===== config.mk =====
export PLATFORM = sky130hd
export DESIGN_NAME = pe_ctrl_my
export DESIGN_NICKNAME = d
export VERILOG_FILES = /design/src/rtl/pe_ctrl_my.sv
export SDC_FILE = /design/constraint.sdc
export NUM_CORES = 1
export LEC_CHECK = 0
export ABC_AREA = 1
export CAP_MARGIN = 25
export CORE_MARGIN = 1
export CORE_UTILIZATION = 40
export DETAILED_ROUTE_END_ITERATION = 8
export GPL_TIMING_DRIVEN = 1
export PLACE_DENSITY = 0.71
export SETUP_SLACK_MARGIN = 0.3
export SLEW_MARGIN = 20
export SYNTH_ARGS = -nofsm -noshare
export SYNTH_HDL_FRONTEND = slang
export SYNTH_SLANG_ARGS = --single-unit
export TNS_END_PERCENT = 5

===== constraint.sdc =====
create_clock -name aclk -period 1.9 [get_ports aclk]
set_input_delay 0.285 -clock aclk [delete_from_list [all_inputs] [get_ports aclk]]
set_output_delay 0.285 -clock aclk [all_outputs]
set_load 0.005 [all_outputs]

===== src/rtl/pe_ctrl_my.sv =====
// ---------------------------------------------------------------------------
// pe_ctrl_my
//   Upstream sequencer for a single MAC processing element (PE) that owns a
//   2**L_RAM_SIZE x 8b local RAM. Each start pulse runs one dot product:
//   the first N stream beats are written into the PE RAM as vector B (LOAD),
//   the next N beats are issued on pe_ain as vector A, aligned with the PE's
//   one-cycle RAM read (CALC). The controller then waits for the PE to drain,
//   captures the 16b sum into result and pulses done.
//
// Ports
//   aclk      in   1   clock, all logic on posedge
//   areset    in   1   asynchronous active-high reset
//   start     in   1   begin one run, sampled only in IDLE
//   s_data    in   8   stream data: N B-words, then N A-words
//   s_valid   in   1   s_data valid
//   s_ready   out  1   controller accepts s_data this cycle
//   pe_din    out  8   PE RAM write data
//   pe_addr   out  L   PE RAM address (write and read)
//   pe_we     out  1   PE RAM write enable
//   pe_ain    out  8   PE port-A operand
//   pe_valid  out  1   pe_ain valid, aligned with PE RAM read data
//   pe_clr_n  out  1   active-low PE accumulator clear
//   pe_dout   in   16  PE accumulated result
//   busy      out  1   high in every state except IDLE
//   done      out  1   one-cycle pulse when result is updated
//   result    out  16  last captured dot product
// ---------------------------------------------------------------------------
module pe_ctrl_my #(
  parameter int L_RAM_SIZE = 3,
  parameter int PE_LAT     = 1
) (
  input  logic                  aclk,
  input  logic                  areset,
  input  logic                  start,
  input  logic [7:0]            s_data,
  input  logic                  s_valid,
  output logic                  s_ready,
  output logic [7:0]            pe_din,
  output logic [L_RAM_SIZE-1:0] pe_addr,
  output logic                  pe_we,
  output logic [7:0]            pe_ain,
  output logic                  pe_valid,
  output logic                  pe_clr_n,
  input  logic [15:0]           pe_dout,
  output logic                  busy,
  output logic                  done,
  output logic [15:0]           result
);

  // Drain counter must hold 1+PE_LAT.
  localparam int DW = $clog2(PE_LAT + 2);
  localparam logic [DW-1:0] DRAIN_INIT = DW'(PE_LAT + 1);
  localparam logic [L_RAM_SIZE-1:0] CNT_LAST = {L_RAM_SIZE{1'b1}};

  typedef enum logic [1:0] {
    ST_IDLE  = 2'd0,
    ST_LOAD  = 2'd1,
    ST_CALC  = 2'd2,
    ST_DRAIN = 2'd3
  } state_t;

  state_t                  state_r, state_s;
  logic [L_RAM_SIZE-1:0]   cnt_r, cnt_s;
  logic [DW-1:0]           drain_r, drain_s;
  // One-stage pipeline that delays A by a cycle so it meets the RAM read data.
  logic [7:0]              a_pipe_r, a_pipe_s;
  logic                    a_vld_r, a_vld_s;

  logic                    s_ready_r, s_ready_s;
  logic [7:0]              pe_din_r, pe_din_s;
  logic [L_RAM_SIZE-1:0]   pe_addr_r, pe_addr_s;
  logic                    pe_we_r, pe_we_s;
  logic [7:0]              pe_ain_r, pe_ain_s;
  logic                    pe_valid_r, pe_valid_s;
  logic                    pe_clr_n_r, pe_clr_n_s;
  logic                    busy_r, busy_s;
  logic                    done_r, done_s;
  logic [15:0]             result_r, result_s;

  logic                    beat_s;

  // Handshake seen by the controller; s_ready is a register so this is glitch-free.
  assign beat_s = s_valid & s_ready_r;

  // Next-state and next-output logic for the sequencer.
  always_comb begin
    state_s    = state_r;
    cnt_s      = cnt_r;
    drain_s    = drain_r;
    a_pipe_s   = a_pipe_r;
    a_vld_s    = 1'b0;
    s_ready_s  = 1'b0;
    pe_din_s   = pe_din_r;
    pe_addr_s  = pe_addr_r;
    pe_we_s    = 1'b0;
    pe_ain_s   = a_pipe_r;
    pe_valid_s = a_vld_r;
    pe_clr_n_s = 1'b1;
    busy_s     = 1'b1;
    done_s     = 1'b0;
    result_s   = result_r;

    case (state_r)
      ST_IDLE: begin
        if (start) begin
          state_s    = ST_LOAD;
          cnt_s      = {L_RAM_SIZE{1'b0}};
          pe_clr_n_s = 1'b0;
          s_ready_s  = 1'b1;
          busy_s     = 1'b1;
        end else begin
          state_s    = ST_IDLE;
          busy_s     = 1'b0;
        end
      end

      ST_LOAD: begin
        s_ready_s = 1'b1;
        if (beat_s) begin
          pe_we_s   = 1'b1;
          pe_addr_s = cnt_r;
          pe_din_s  = s_data;
          cnt_s     = cnt_r + 1'b1;
          if (cnt_r == CNT_LAST) begin
            state_s = ST_CALC;
          end else begin
            state_s = ST_LOAD;
          end
        end else begin
          state_s = ST_LOAD;
        end
      end

      ST_CALC: begin
        s_ready_s = 1'b1;
        if (beat_s) begin
          // Address goes out now; the operand follows a cycle later with the read data.
          pe_addr_s = cnt_r;
          a_pipe_s  = s_data;
          a_vld_s   = 1'b1;
          cnt_s     = cnt_r + 1'b1;
          if (cnt_r == CNT_LAST) begin
            state_s   = ST_DRAIN;
            drain_s   = DRAIN_INIT;
            s_ready_s = 1'b0;
          end else begin
            state_s   = ST_CALC;
          end
        end else begin
          state_s = ST_CALC;
        end
      end

      ST_DRAIN: begin
        // The done cycle is still spent in DRAIN so a start there is ignored.
        if (done_r) begin
          state_s = ST_IDLE;
          busy_s  = 1'b0;
        end else if (drain_r == {DW{1'b0}}) begin
          state_s  = ST_DRAIN;
          done_s   = 1'b1;
          result_s = pe_dout;
        end else begin
          state_s  = ST_DRAIN;
          drain_s  = drain_r - 1'b1;
        end
      end

      default: begin
        state_s = ST_IDLE;
        busy_s  = 1'b0;
      end
    endcase
  end

  // State, counters, pipeline and output registers.
  always_ff @(posedge aclk or posedge areset) begin
    if (areset) begin
      state_r    <= ST_IDLE;
      cnt_r      <= {L_RAM_SIZE{1'b0}};
      drain_r    <= {DW{1'b0}};
      a_pipe_r   <= 8'd0;
      a_vld_r    <= 1'b0;
      s_ready_r  <= 1'b0;
      pe_din_r   <= 8'd0;
      pe_addr_r  <= {L_RAM_SIZE{1'b0}};
      pe_we_r    <= 1'b0;
      pe_ain_r   <= 8'd0;
      pe_valid_r <= 1'b0;
      pe_clr_n_r <= 1'b0;
      busy_r     <= 1'b0;
      done_r     <= 1'b0;
      result_r   <= 16'd0;
    end else begin
      state_r    <= state_s;
      cnt_r      <= cnt_s;
      drain_r    <= drain_s;
      a_pipe_r   <= a_pipe_s;
      a_vld_r    <= a_vld_s;
      s_ready_r  <= s_ready_s;
      pe_din_r   <= pe_din_s;
      pe_addr_r  <= pe_addr_s;
      pe_we_r    <= pe_we_s;
      pe_ain_r   <= pe_ain_s;
      pe_valid_r <= pe_valid_s;
      pe_clr_n_r <= pe_clr_n_s;
      busy_r     <= busy_s;
      done_r     <= done_s;
      result_r   <= result_s;
    end
  end

  assign s_ready  = s_ready_r;
  assign pe_din   = pe_din_r;
  assign pe_addr  = pe_addr_r;
  assign pe_we    = pe_we_r;
  assign pe_ain   = pe_ain_r;
  assign pe_valid = pe_valid_r;
  assign pe_clr_n = pe_clr_n_r;
  assign busy     = busy_r;
  assign done     = done_r;
  assign result   = result_r;

endmodule


* Yosys cells after proc, flatten, opt, wreduce, memory -nomap -nowiden
Index checks and enable logic that the tools add are counted.
** Storage, ports and cells
- Register bits :: 57
- Input port bits :: 28
- Output and inout port bits :: 41
- Logic and storage cells :: 69
** Cells by class
- $add $sub $neg :: 2
- Equal/unequal tests :: 10
- Mux-type cells :: 29
- Bitwise logic cells :: 2
- Reductions and logical operators :: 11
** Operator list (count)
- $mux W2 :: 8
- $mux W1 :: 14
- $ne A2 B2 Y1 const B :: 5
- $pmux W2 S4 :: 1
- $mux W3 :: 2
- $pmux W3 S2 :: 1
- $reduce_and A2 Y1 :: 3
- $reduce_and A3 Y1 :: 2
- $reduce_and A5 Y1 :: 1
- $eq A2 B2 Y1 const B :: 2
- $logic_not A2 Y1 :: 2
- $pmux W2 S2 :: 1
- $reduce_bool A2 Y1 :: 2
- $add A3 B1 Y3 const B :: 1
- $eq A3 B3 Y1 const B :: 1
- $pmux W1 S3 :: 1
- $eq A2 B1 Y1 const B :: 1
- $ne A2 B1 Y1 const B :: 1
- $pmux W1 S2 :: 1
- $reduce_or A2 Y1 :: 1
- $sub A2 B1 Y2 const B :: 1
- $and A1 B1 Y1 :: 1
- $not A1 Y1 :: 1

* Longest topological paths before layout
Gate-level depths: netlist of the first run.
- Depth in word-level cells :: 4
- Mapped depth :: 8
- Depth with buffers taken out :: 8

* Worst setup path before layout of the first run
OpenSTA, ideal clock, no wires.
- Kind :: register to register
- Start :: register state_r[0]
- End :: register cnt_r[0]
- Library setup time :: 0.126 ns
- Data arrival time :: 1.134 ns
- Slack :: 0.639 ns
- Stages on the path, launching flop included :: 7
- Cell sequence :: dfrtp_1 inv_1 ha_1 nand2_1 nand3_1 nand2_1 o21ai_0
** On the way
- Longest elaborated chain between the ends :: 4
** Ends and longest elaborated chain
- start, declared :: RTL line 62 : state_t state_r, state_s;
- start signal, assigned :: RTL line 195 : state_r <= state_s;
- $eq A2 B2 Y1 / $eq A2 B1 Y1 (equally long branches) :: RTL line 103 : case (state_r)
- $reduce_or A2 Y1 (no line)
- $ne A2 B1 Y1 (no line) / $reduce_bool A2 Y1 (equally long branches)
- $reduce_and A3 Y1 (no line)
- end signal, assigned :: RTL line 180 : cnt_r <= {L_RAM_SIZE{1'b0}};
- end signal, assigned :: RTL line 196 : cnt_r <= cnt_s;
- end, declared :: RTL line 63 : logic [L_RAM_SIZE-1:0] cnt_r, cnt_s;
Several ways; a longest one is shown, not always the timed one.
A chain may end at the register's enable or synchronous reset.

* Final worst setup path of the first run
- Start :: register done_r (netlist: done)
- End :: output port done
** RTL lines
- start, declared :: RTL line 77 : logic done_r, done_s;
- start signal, assigned :: RTL line 208 : done_r <= done_s;
- end, declared :: RTL line 46 : output logic done,
No word-level cell between the ends.

==> flow_metrics.env, run 1 <==
export IMPL_status="completed"
export IMPL_htreeDepth=3
export IMPL_syn_to_final_growth_pct=41.7
export IMPL_port_buffers=68
export IMPL_wl_um=4390
export IMPL_r2r_end="cnt_r[1]"
export IMPL_crit_slowest_cell="clkdlybuf4s50_1"
export IMPL_worstPathMaxFanout=3
export IMPL_cts_buffers=9
export IMPL_power_leakage_nw=1.59
export IMPL_cp_buffers_inverters=1
export IMPL_synth_cell_types=17
export IMPL_ff_latch_area_um2=1430
export IMPL_seq_area_frac_synth=0.633
export IMPL_reg2reg_depth=5
export IMPL_num_io_pins=69
export IMPL_grt_overflow=0
export IMPL_avgRoutedWirePerCell_um=11.5
export IMPL_die_area_um2=5940
export IMPL_fin_crit_ns=1.54
export IMPL_crit_path_end_kind="output pin"
export IMPL_synth_cells=229
export IMPL_grt_pass1_wl_um=7500
export IMPL_cts_num_sinks=57
export IMPL_vdd_ir_drop_max_mv=0.627
export IMPL_drt_vias_per_instance=4.37
export IMPL_setup_viol=0
export IMPL_start_util=0.428
export IMPL_n_fill_cell=478
export IMPL_ys_warn_count=0
export IMPL_slew_headroom=0.726
export IMPL_num_rows=26
export IMPL_ys_seq_elements=57
export IMPL_cts_buffer_depth=2
export IMPL_worstPathRequired_ns=1.62
export IMPL_dieWidth_um=77.1
export IMPL_holdBufCountCts=0
export IMPL_firstDrtPassIters=4
export IMPL_ant_nets=0
export IMPL_fin_tns_setup_ns=0
export IMPL_crit_arrival_ns=1.25
export IMPL_finClkSkew_ns=0.00556
export IMPL_cts_clk_slew_worst_paths_ns=0.07
export IMPL_drive_above_1_share=0.0836
export IMPL_power_density_nw_per_um2=1340
export IMPL_hold_viol=0
export IMPL_worstSetupPathType="register to output pin"
export IMPL_multi_input_area_um2=687
export IMPL_grt_max_degree=35
export IMPL_synth_net_count=266
export IMPL_syn_avg_cell_area_um2=9.85
export IMPL_core_area_um2=5270
export IMPL_maxCapViolations=0
export IMPL_worstSetupStartpointType="register"
export IMPL_grt_pass1_vias=1685
export IMPL_tightestPinTransition_ns=0.411
export IMPL_worst_path_largest_cell_delay_ns=0.52
export IMPL_first_iter_violations=67
export IMPL_drc=0
export IMPL_die_h_um=77.1
export IMPL_globalRouteTotalUtil=0.166
export IMPL_vias=1666
export IMPL_rsz0062_at_grt="false"
export IMPL_reg2reg_from="state_r[0]"
export IMPL_cts_resized=0
export IMPL_syn_area_um2=2250
export IMPL_finalCritPeriodShare=0.810
export IMPL_maxSlewViolCount=0
export IMPL_hold_slack_ns=0.371
export IMPL_post_dp_hpwl_um=3040
export IMPL_nNetsFinal=343
export IMPL_hold_path_class="input pin to async pin"
export IMPL_clkLatencyLatePin_ns=0.33
export IMPL_antenna_found_initial=0
export IMPL_path_cells="clkdlybuf4s50_1"
export IMPL_root_buffer="clkbuf_8"
export IMPL_cts_tree="done"
export IMPL_rrSetupSlack_ns=0.45
export IMPL_timing_fmax_mhz=650
export IMPL_crit_family="buffers and inverters"
export IMPL_post_cts_setup_buffers=0
export IMPL_fin_util=0.606
export IMPL_n_antenna_cell=0
export IMPL_place_congestion=0.812
## placed cells by master, fill, tap and decap left out
master            n
nand3_1           7
clkinv_2          4
o21ai_0          19
nand2_1          95
inv_2             2
clkbuf_8         10
nand2_4           3
nor2_1            3
buf_4             2
dfrtp_1          57
nand4_1           1
nor2_4            1
inv_1            21
bufinv_16         1
clkdlybuf4s50_1  68
inv_6             1
clkinvlp_4        2
a21oi_1           4
o21ai_1           1
ha_1              9
## worst max-delay path by stage
| stage | start | endpoint | slack, ns | cells past startpoint |
|---|---|---|---|---|
| 6_report | done | done | 0.36 | 1 |
| 5_1_grt | done | done | 0.32 | 1 |
| 3_3_place_gp | state_r[0] | cnt_r[0] | 0.48 | 6 |
| 3_5_place_dp | s_valid | pe_din[0] | 0.46 | 6 |
| 4_1_cts | done | done | 0.34 | 1 |
| 2_1_floorplan | state_r[0] | cnt_r[0] | 0.64 | 6 |
## cell usage after synthesis
master   count  area (um^2)
o21ai_1      1         5.00
a21oi_1      4         20.0
buf_2        1         5.00
nand2_1     95          357
nand3_1      7         35.0
buf_6        2         22.5
inv_6        1         8.76
o21ai_0     19         95.1
inv_2        2         7.51
buf_8        1         15.0
inv_1       22         82.6
nor2_4       1         11.3
dfrtp_1     57         1430
nand2_4      3         33.8
nand4_1      1         6.26
ha_1         9          113
nor2_1       3         11.3
## routing by layer
metal,global-route usage,share of wire,up-vias
met1,0.195,0.44,750
met5,0,0,-
met3,0.0571,0.053,12
li1,-,-,859
met2,0.271,0.48,45
met4,0.0830,0.026,0
## per-stage QoR
| step | total power, mW | instance area, um^2 | std cells | setup slack [ns] |
|---|---|---|---|---|
| floorplan | 2.38 | 2260 | 229 | 0.639 |
| global placement | 3.16 | 3000 | 365 | 0.479 |
| detailed placement | 3.20 | 3000 | 365 | 0.461 |
| CTS | 4.34 | 3190 | 381 | 0.344 |
| global route | 4.59 | 3190 | 381 | 0.317 |
| finish | 4.28 | 3190 | 381 | 0.361 |
## where the power goes
part	internal (mW)	switching [mW]	total, mW
combinational	0.811	0.561	1.37
clock	0.631	0.474	1.10
sequential	1.59	0.210	1.80
total	3.03	1.24	4.28
## flip-flops by register name, indices dropped and copies added (netlist names)
| name | cells |
|---|---|
| pe_valid | 1 |
| drain_r | 2 |
| cnt_r | 3 |
| a_pipe_r | 8 |
| state_r | 2 |
| done | 1 |
| busy | 1 |
| pe_ain | 8 |
| s_ready | 1 |
| pe_clr_n | 1 |
| pe_we | 1 |
| a_vld_r | 1 |
| pe_addr | 3 |
| pe_din | 8 |
| result | 16 |
## kinds of logic after synthesis
kind of cell / after synthesis / synth area share
compound gates: 24 / 0.0533
buf+inv: 29 / 0.0627
flops: 57 / 0.633
simple gates: 110 / 0.201
fa+ha+maj: 9 / 0.0499
## area by class of cell
cell class,count,area share
Sequential cell,57,0.447
Timing Repair Buffer,70,0.218
Multi-Input combinational cell,143,0.215
Clock buffer,10,0.0431
Inverter,25,0.0321
Tap cell,70,0.0274
Clock inverter,6,0.0180
Note: power is estimated with default switching activity, not from simulation.
==> run 2, diff against run 1 <==
Clock period 1.9 ns to 1.5 ns, I/O delays scaled along.
==> run 2 against run 1 <==
Effect of this change: flip-flop and latch count unchanged; critical path depth unchanged; register-to-register slack worse by 0.30 ns; sequential power increased by 26%; total power is 24% higher; via count rose by 9.1%; non-clock buffer count rose by 10; sequential share of layout area shrank 2.1 points; routed wire length up 11%; clock-buffer cell count is 4 higher; global-route usage rose by 0.90 points; largest cell class unchanged; largest power group unchanged.
==> flow_metrics.env, run 2 (synthesis gave the netlist of run 1 again) <==
export IMPL_crit_family="buffers and inverters"
export IMPL_root_buffer="clkbuf_8"
export IMPL_m1WireLength_um=2130
export IMPL_timing_fmax_mhz=730
export IMPL_finClkSkew_ns=0.00855
export IMPL_antenna_found_initial=0
export IMPL_rsz0062_at_grt="true"
export IMPL_worst_path_largest_cell_delay_ns=0.50
export IMPL_drt_vias_per_instance=4.60
export IMPL_hold_path_class="input pin to async pin"
export IMPL_grt_overflow=0
export IMPL_fin_tns_setup_ns=0
export IMPL_finalNonFillerCells=395
export IMPL_dp_cells=365
export IMPL_largest_reg_flops=16
export IMPL_drive_above_1_share=0.154
export IMPL_dieWidth_um=77.1
export IMPL_crit_path_end_kind="output pin"
export IMPL_globalRouteTotalUtil=0.175
export IMPL_wl_um=4870
export IMPL_vias=1818
export IMPL_cts_clk_slew_worst_paths_ns=0.06
export IMPL_crit_arrival_ns=1.15
export IMPL_grt_max_degree=35
export IMPL_path_cells="clkdlybuf4s50_1"
export IMPL_ant_nets=0
export IMPL_design_area_um2=3350
export IMPL_first_iter_violations=90
export IMPL_cts_buffer_depth=2
export IMPL_die_area_um2=5940
export IMPL_finalCritPeriodShare=0.914
export IMPL_slew_headroom=0.801
export IMPL_holdBufCountCts=0
export IMPL_htreeDepth=3
export IMPL_topRoutingLayerUsed="met4"
export IMPL_worstSetupPathType="register to output pin"
export IMPL_drc=0
export IMPL_port_buffers=68
export IMPL_detailed_place_area_um2=3010
export IMPL_pre_cts_ws_ns=0.0847
export IMPL_cts_buffers=9
export IMPL_most_common_layout_cells="nand2_1, dfrtp_1, clkdlybuf4s50_1"
export IMPL_power_leakage_nw=1.76
export IMPL_cp_buffers_inverters=1
export IMPL_cts_num_sinks=57
export IMPL_die_h_um=77.1
export IMPL_wl_met3_um=273
export IMPL_power_density_nw_per_um2=1580
export IMPL_layout_commonest_cell="nand2_1"
export IMPL_status="completed"
export IMPL_maxCapViolations=0
export IMPL_setup_slack_ns=0.129
export IMPL_grt_pass1_wl_um=7800
export IMPL_worstPathRequired_ns=1.27
export IMPL_core_area_um2=5270
export IMPL_vdd_ir_drop_max_mv=0.901
export IMPL_n_antenna_cell=0
export IMPL_maxSlewViolCount=0
export IMPL_place_congestion=0.857
export IMPL_clkLatencyLatePin_ns=0.33
export IMPL_cts_tree="done"
export IMPL_firstDrtPassIters=4
export IMPL_fin_crit_ns=1.37
export IMPL_start_util=0.428
export IMPL_setup_viol=0
export IMPL_hold_viol=0
export IMPL_syn_to_final_growth_pct=48.8
export IMPL_num_io_pins=69
export IMPL_crit_slowest_cell="clkdlybuf4s50_1"
export IMPL_tightestPinTransition_ns=0.298
export IMPL_grt_pass1_vias=1783
export IMPL_avgRoutedWirePerCell_um=12.3
export IMPL_worstSetupStartpointType="register"
export IMPL_nNetsFinal=357
export IMPL_num_rows=26
export IMPL_wl_met2_um=2380
export IMPL_worstPathMaxFanout=1
export IMPL_post_dp_hpwl_um=3100
[run 2: cell types whose count changed in the layout (fill, tap and decap cells not counted), moves of 3 or more]
cell and delta:
buf_4 +9, ha_1 -4, clkdlybuf4s50_1 -33, clkbuf_8 +3, clkdlybuf4s15_1 +3, nand2_1 -3
dlygate4sd2_1 +29, nand2_4 +3
[run 2: timing repair]
| action | in CTS | in global routing |
|---|---|---|
| pin swaps | 0 | 3 |
| endpoints found under the setup margin | 85 | 85 |
| resized for setup | 37 | 18 |
| gates cloned | 0 | 4 |
| buffers inserted | 5 | 5 |
[run 2: worst paths after layout]
check | to | slack [ns] | startpoint | cells after the start
min in group aclk | pe_valid | 0.37 | a_vld_r | 0
max in group asynchronous | busy | 0.92 | areset | 3
worst min-delay path | state_r[0] | 0.29 | areset | 3
worst max-delay path | pe_ain[4] | 0.13 | pe_ain[4] | 1
worst min register to register | pe_valid | 0.37 | a_vld_r | 0
worst max register to register | state_r[1] | 0.15 | state_r[0] | 6
[run 2: cell type report]
class,instances,area [um^2]
Sequential cell,57,1430
Tap cell,70,87.6
Timing Repair inverter,2,17.5
Clock buffer,14,183
Timing Repair Buffer,80,749
Fill cell,444,1920
Inverter,25,113
Clock inverter,2,10.0
Multi-Input combinational cell,145,766
[run 2: power breakdown]
part	internal (mW)	total [mW]	switching, mW
registers	2.02	2.27	0.256
clock network	0.775	1.33	0.557
logic	0.899	1.69	0.788
[run 2: layer usage]
| layer | up-vias | global-route usage |
|---|---|---|
| met5 | - | 0 |
| met4 | 0 | 0.126 |
| met3 | 9 | 0.0619 |
| met2 | 52 | 0.280 |
| met1 | 866 | 0.193 |
| li1 | 891 | - |
[run 2: stage by stage]
stage          hold WS, ns   util  power (mW)
6_report             0.293  0.637        5.29
5_1_grt              0.304  0.637        5.69
4_1_cts              0.284  0.611        5.28
3_5_place_dp         0.362  0.571        4.06
3_3_place_gp         0.360  0.571        4.01
2_1_floorplan        0.312      -        3.01
